File: config.mk
export PLATFORM = sky130hd
export DESIGN_NAME = alu_share_arb
export DESIGN_NICKNAME = d
export VERILOG_FILES = /design/src/rtl/alu_share_arb.sv
export SDC_FILE = /design/constraint.sdc
export NUM_CORES = 1
export LEC_CHECK = 0
export ABC_AREA = 0
export BUFFER_PORTS_ARGS = -buffer_cell sky130_fd_sc_hd__buf_4
export CAP_MARGIN = 40
export CELL_PAD_IN_SITES_DETAIL_PLACEMENT = 1
export CELL_PAD_IN_SITES_GLOBAL_PLACEMENT = 1
export CORE_ASPECT_RATIO = 1.2
export CORE_MARGIN = 8
export CORE_UTILIZATION = 31
export DETAILED_ROUTE_END_ITERATION = 7
export PLACE_DENSITY_LB_ADDON = 0.1
export SETUP_SLACK_MARGIN = 0.3
export SYNTH_ARGS = -nofsm -noshare
export SYNTH_HDL_FRONTEND = slang
export SYNTH_SLANG_ARGS = --single-unit
File: constraint.sdc
create_clock -name clk -period 1.9 [get_ports clk]
set_input_delay 0.285 -clock clk [delete_from_list [all_inputs] [get_ports clk]]
set_output_delay 0.285 -clock clk [all_outputs]
set_load 0.02 [all_outputs]
File: src/rtl/alu_share_arb.sv
// alu_share_arb
//   Two-requester arbiter and sequencer in front of the single shared
//   combinational alu. One operation is granted at a time over valid/ready
//   request ports. Its operands are registered and drive the alu directly,
//   the alu output is captured into a result register, and the result is
//   returned on the granted requester's response port.
//
//   Configuration macro: ALU_SHARE_RR_EN
//     defined   : round-robin between requesters when both are valid
//     undefined : fixed priority, requester 0 wins when both are valid
//
// Ports
//   clk, rst                     rising-edge clock, synchronous active-high reset
//   reqN_valid / reqN_ready      request handshake for requester N (0/1)
//   reqN_sel, reqN_a, reqN_b     alu opcode and operands
//   rspN_valid / rspN_ready      response handshake for requester N
//   rspN_data                    result (mirrors the result register)
//   alu_sel, alu_input_A/B       registered operation driven to the alu
//   alu_output                   combinational result from the alu
//   busy                         high whenever an operation is in flight
module alu_share_arb #(
  parameter int DWIDTH = 32
) (
  input  logic              clk,
  input  logic              rst,
  input  logic              req0_valid,
  output logic              req0_ready,
  input  logic [3:0]        req0_sel,
  input  logic [DWIDTH-1:0] req0_a,
  input  logic [DWIDTH-1:0] req0_b,
  input  logic              req1_valid,
  output logic              req1_ready,
  input  logic [3:0]        req1_sel,
  input  logic [DWIDTH-1:0] req1_a,
  input  logic [DWIDTH-1:0] req1_b,
  output logic              rsp0_valid,
  output logic [DWIDTH-1:0] rsp0_data,
  input  logic              rsp0_ready,
  output logic              rsp1_valid,
  output logic [DWIDTH-1:0] rsp1_data,
  input  logic              rsp1_ready,
  output logic [3:0]        alu_sel,
  output logic [DWIDTH-1:0] alu_input_A,
  output logic [DWIDTH-1:0] alu_input_B,
  input  logic [DWIDTH-1:0] alu_output,
  output logic              busy
);

  typedef enum logic [1:0] {
    IDLE = 2'd0,
    EXEC = 2'd1,
    RESP = 2'd2
  } state_t;

  state_t            state;
  state_t            state_nxt;
  logic [3:0]        op_sel;
  logic [DWIDTH-1:0] op_a;
  logic [DWIDTH-1:0] op_b;
  logic [DWIDTH-1:0] result;
  logic              owner;
  logic              last_grant;
  logic              pick0;
  logic              acc0;
  logic              acc1;

  // pick0: requester 0 wins a simultaneous request.
`ifdef ALU_SHARE_RR_EN
  // Round-robin: requester 0 wins when requester 1 was the last one served.
  assign pick0 = last_grant;
`else
  // Fixed priority: last_grant is still tracked but never changes the winner.
  assign pick0 = 1'b1 | last_grant;
`endif

  assign acc0 = req0_valid & req0_ready;
  assign acc1 = req1_valid & req1_ready;

  always_comb begin
    state_nxt  = state;
    req0_ready = 1'b0;
    req1_ready = 1'b0;
    rsp0_valid = 1'b0;
    rsp1_valid = 1'b0;
    case (state)
      IDLE: begin
        req0_ready = req0_valid & (~req1_valid | pick0);
        req1_ready = req1_valid & ~(req0_valid & pick0);
        if (req0_ready || req1_ready) begin
          state_nxt = EXEC;
        end
      end
      EXEC: begin
        state_nxt = RESP;
      end
      RESP: begin
        rsp0_valid = ~owner;
        rsp1_valid = owner;
        if (owner ? rsp1_ready : rsp0_ready) begin
          state_nxt = IDLE;
        end
      end
      default: begin
        state_nxt = IDLE;
      end
    endcase
  end

  // Accept stage: operands latched on the handshake edge; EXEC stage: the
  // alu settles on the latched operands and its output is captured.
  always_ff @(posedge clk) begin
    if (rst) begin
      state      <= IDLE;
      op_sel     <= '0;
      op_a       <= '0;
      op_b       <= '0;
      result     <= '0;
      owner      <= 1'b0;
      last_grant <= 1'b1;
    end else begin
      state <= state_nxt;
      if (acc0) begin
        op_sel     <= req0_sel;
        op_a       <= req0_a;
        op_b       <= req0_b;
        owner      <= 1'b0;
        last_grant <= 1'b0;
      end else if (acc1) begin
        op_sel     <= req1_sel;
        op_a       <= req1_a;
        op_b       <= req1_b;
        owner      <= 1'b1;
        last_grant <= 1'b1;
      end
      if (state == EXEC) begin
        result <= alu_output;
      end
    end
  end

  // Response stage: everything below is driven from registers only.
  assign alu_sel     = op_sel;
  assign alu_input_A = op_a;
  assign alu_input_B = op_b;
  assign rsp0_data   = result;
  assign rsp1_data   = result;
  assign busy        = (state != IDLE);

endmodule

==> results by group <==
Synth
  – Synthesized flop and latch total: between 100 and 150
  – Synthesized area: about 0.0048 mm2
  – Async SR Flop Fraction: 0
  – Mapped Avg Cell Area: about 8.3 um2
  – Most used DFF post-synth: dfxtp_1
  – Syn_nets: 750
  – Synth cell types: 27
  – Warnings, synthesis: 0
  – Part of the Yosys area used for sequential elements: 0.429
  – Post-synth EDFFs: 0
  – Mapped Cells: 576

Global routing
  – Grt ovf: 0
  – Busiest layer in global routing: met2
  – Tot GR Track Use: 0.206
  – First-pass GRT wire length: 31,900 um
  – Met3 Usage GRT: 0.0931
  – Largest net degree at the start of global routing: 63
  – Met1 usage in global routing: 0.205
  – Vias in the first global route: 5,796
  – Initial antenna violation count: 1
  – GR Util met2: 0.360

Drt
  – Remaining antenna violation count: 0
  – DRT Pass-1 Iters: 4
  – Wire per inst: 19.9 um
  – Vias per cell: between 4 and 5
  – DR vias: just over 5,000
  – Routed WL: around 20,000 um
  – DRC Markers: 0
  – Initial drt markers: approximately 210

Power
  – Worst IR Drop VDD: ~0.43 mV
  – Power Density: 850 mW/mm2
  – Leak: roughly 3.4 nW

Final layout
  – P&R area growth vs syn: 54.8%
  – Most frequent cells in the layout: 318 x buf_4, 101 x dfxtp_1, 69 x inv_1
  – Filler cells: roughly 1,900
  – Final Util: 0.483
  – Layout cell share with drive strength beyond 1: 0.434
  – Reg area: roughly 0.0021 mm2
  – Final nets: between 900 and 1,000
  – Footprint of the multi-input gates: ~0.002 mm2
  – Commonest non-fill, non-tap cell in the layout: buf_4
  – Diode count: 0

Floorplanning
  – Die area: around 0.02 mm2
  – Initial Utilization: 0.312
  – Chip Height: around 150 um
  – Chip width: between 100 and 150 um
  – Core Region: 0.0154 mm2
  – Row count: 50
  – IO Pins: slightly above 300

CTS
  – CTS tree: yes
  – Cts hold-fix bufs: 0
  – Worst-Skew Late Latency: around 0.35 ns
  – Clock Tree Buf Depth: 2
  – CTS Root Cell: clkbuf_16
  – CTS buffer count: 9
  – H-tree depth: 3
  – CTS clk-pin slew, worst paths: 0.07 ns
  – Clock Sink Count: slightly above 100

Placed design
  – Post-DP HPWL: between 15,000 and 20,000 um
  – GP Congestion: a little under 0.8
  – Number of port buffers: 310

Setup path
  – CP arrival: between 1 and 1.5 ns
  – Crit. End Element: output pin
  – Crit Path Class: reg -> out
  – Worst-path fanout max: 4
  – Worst EP required: between 1.5 and 2 ns
  – Crit start category: register

STA
  – Slew Limit Fails: 0
  – Min Hold Slack: roughly 0.18 ns
  – Final Critical Period: around 1.5 ns
  – Setup TNS: 0 ns
  – Fin crit share: 0.815
  – Max-Slew Margin vs Limit: 0.624
  – Actual slew at the worst max-slew pin: approximately 0.56 ns
  – Fmax: between 0.6 and 0.7 GHz
  – Finish-stage setup viols: 0
  – Hold Vio Cnt, Final: 0
  – Skew final: 0.00695 ns
  – RSZ-0062 raised after global routing: true

Outcome
  – Status: complete, no violations

Flow run
  – Maxcap violations: 0

Worst hold path
  – HP Class: in -> reg
[synth_stat cells (2+ instances only)]
cell | n | area, um2
a21oi_1 | 34 | 170
a221oi_1 | 57 | 499
a221oi_2 | 10 | 150
buf_1 | 3 | 11.3
buf_2 | 18 | 90.1
buf_4 | 32 | 240
clkbuf_1 | 35 | 131
dfxtp_1 | 103 | 2060
inv_1 | 69 | 259
nand2_1 | 66 | 248
nand2b_1 | 2 | 12.5
nor2_1 | 67 | 251
o22ai_1 | 3 | 18.8
o2bb2ai_1 | 64 | 561
[cell families after synthesis]
group / after synthesis / synth area share
simple gates: 142 / 0.117
mux: 1 / 0.00208
flops: 103 / 0.429
buf+inv: 159 / 0.155
compound gates: 171 / 0.296
[timing repair]
item                                    CTS  global route
pin swaps                                 1             1
resized for setup                         2             4
buffers inserted                          2             1
endpoints found under the setup margin    3             2
[worst max-delay path: stages (launching register included)]
cell and delay, ns:
dfxtp_4 0.36, nor2_4 0.14, buf_4 0.13, and3_4 0.17, buf_6 0.11
[layout make-up]
class,count,area share
timing repair buffer,326,0.341
sequential,103,0.278
multi-input combinational,314,0.271
inverter,70,0.0353
tap,208,0.0350
clock buffer,9,0.0303
clock inverter,7,0.00975
[per-layer routing]
metal,share of wire,vias up
met5,0.00063,-
met4,0.034,2
met3,0.11,38
met2,0.50,221
met1,0.36,2444
li1,-,2471
[registers in the layout, summed over array words and instances (netlist names)]
signal	cells
state	2
alu_sel	4
alu_input_B	32
owner	1
alu_input_A	32
rsp0_data	32
[final timing paths]
| kind | start | endpoint | slack, ns | depth (start not counted) |
|---|---|---|---|---|
| max | state[1] | req1_ready | 0.35 | 4 |
| min reg2reg | alu_input_B[26] | alu_input_B[26] | 0.46 | 2 |
| max reg2reg | state[1] | alu_input_A[24] | 0.39 | 5 |
| min | alu_output[17] | rsp0_data[17] | 0.18 | 3 |
[where the power goes]
part | internal [mW] | switching [mW] | leakage [nW] | total (mW)
logic | 0.856 | 1.05 | 2.37 | 1.91
registers | 2.39 | 0.143 | 0.853 | 2.53
clock network | 1.03 | 0.863 | 0.142 | 1.89
total | 4.27 | 2.06 | 3.37 | 6.33
[metrics by stage]
| step | cell area [um2] | instances | power [mW] | setup slack (ns) |
|---|---|---|---|---|
| 2_1_floorplan | 4810 | 576 | 3.58 | 0.395 |
| 3_3_place_gp | 7100 | 1018 | 4.45 | 0.440 |
| 3_5_place_dp | 7100 | 1018 | 4.51 | 0.394 |
| 4_1_cts | 7420 | 1036 | 6.43 | 0.319 |
| 5_1_grt | 7440 | 1037 | 6.68 | 0.275 |
| 6_report | 7440 | 1037 | 6.33 | 0.351 |
Note: power is estimated with default switching activity, not from simulation.
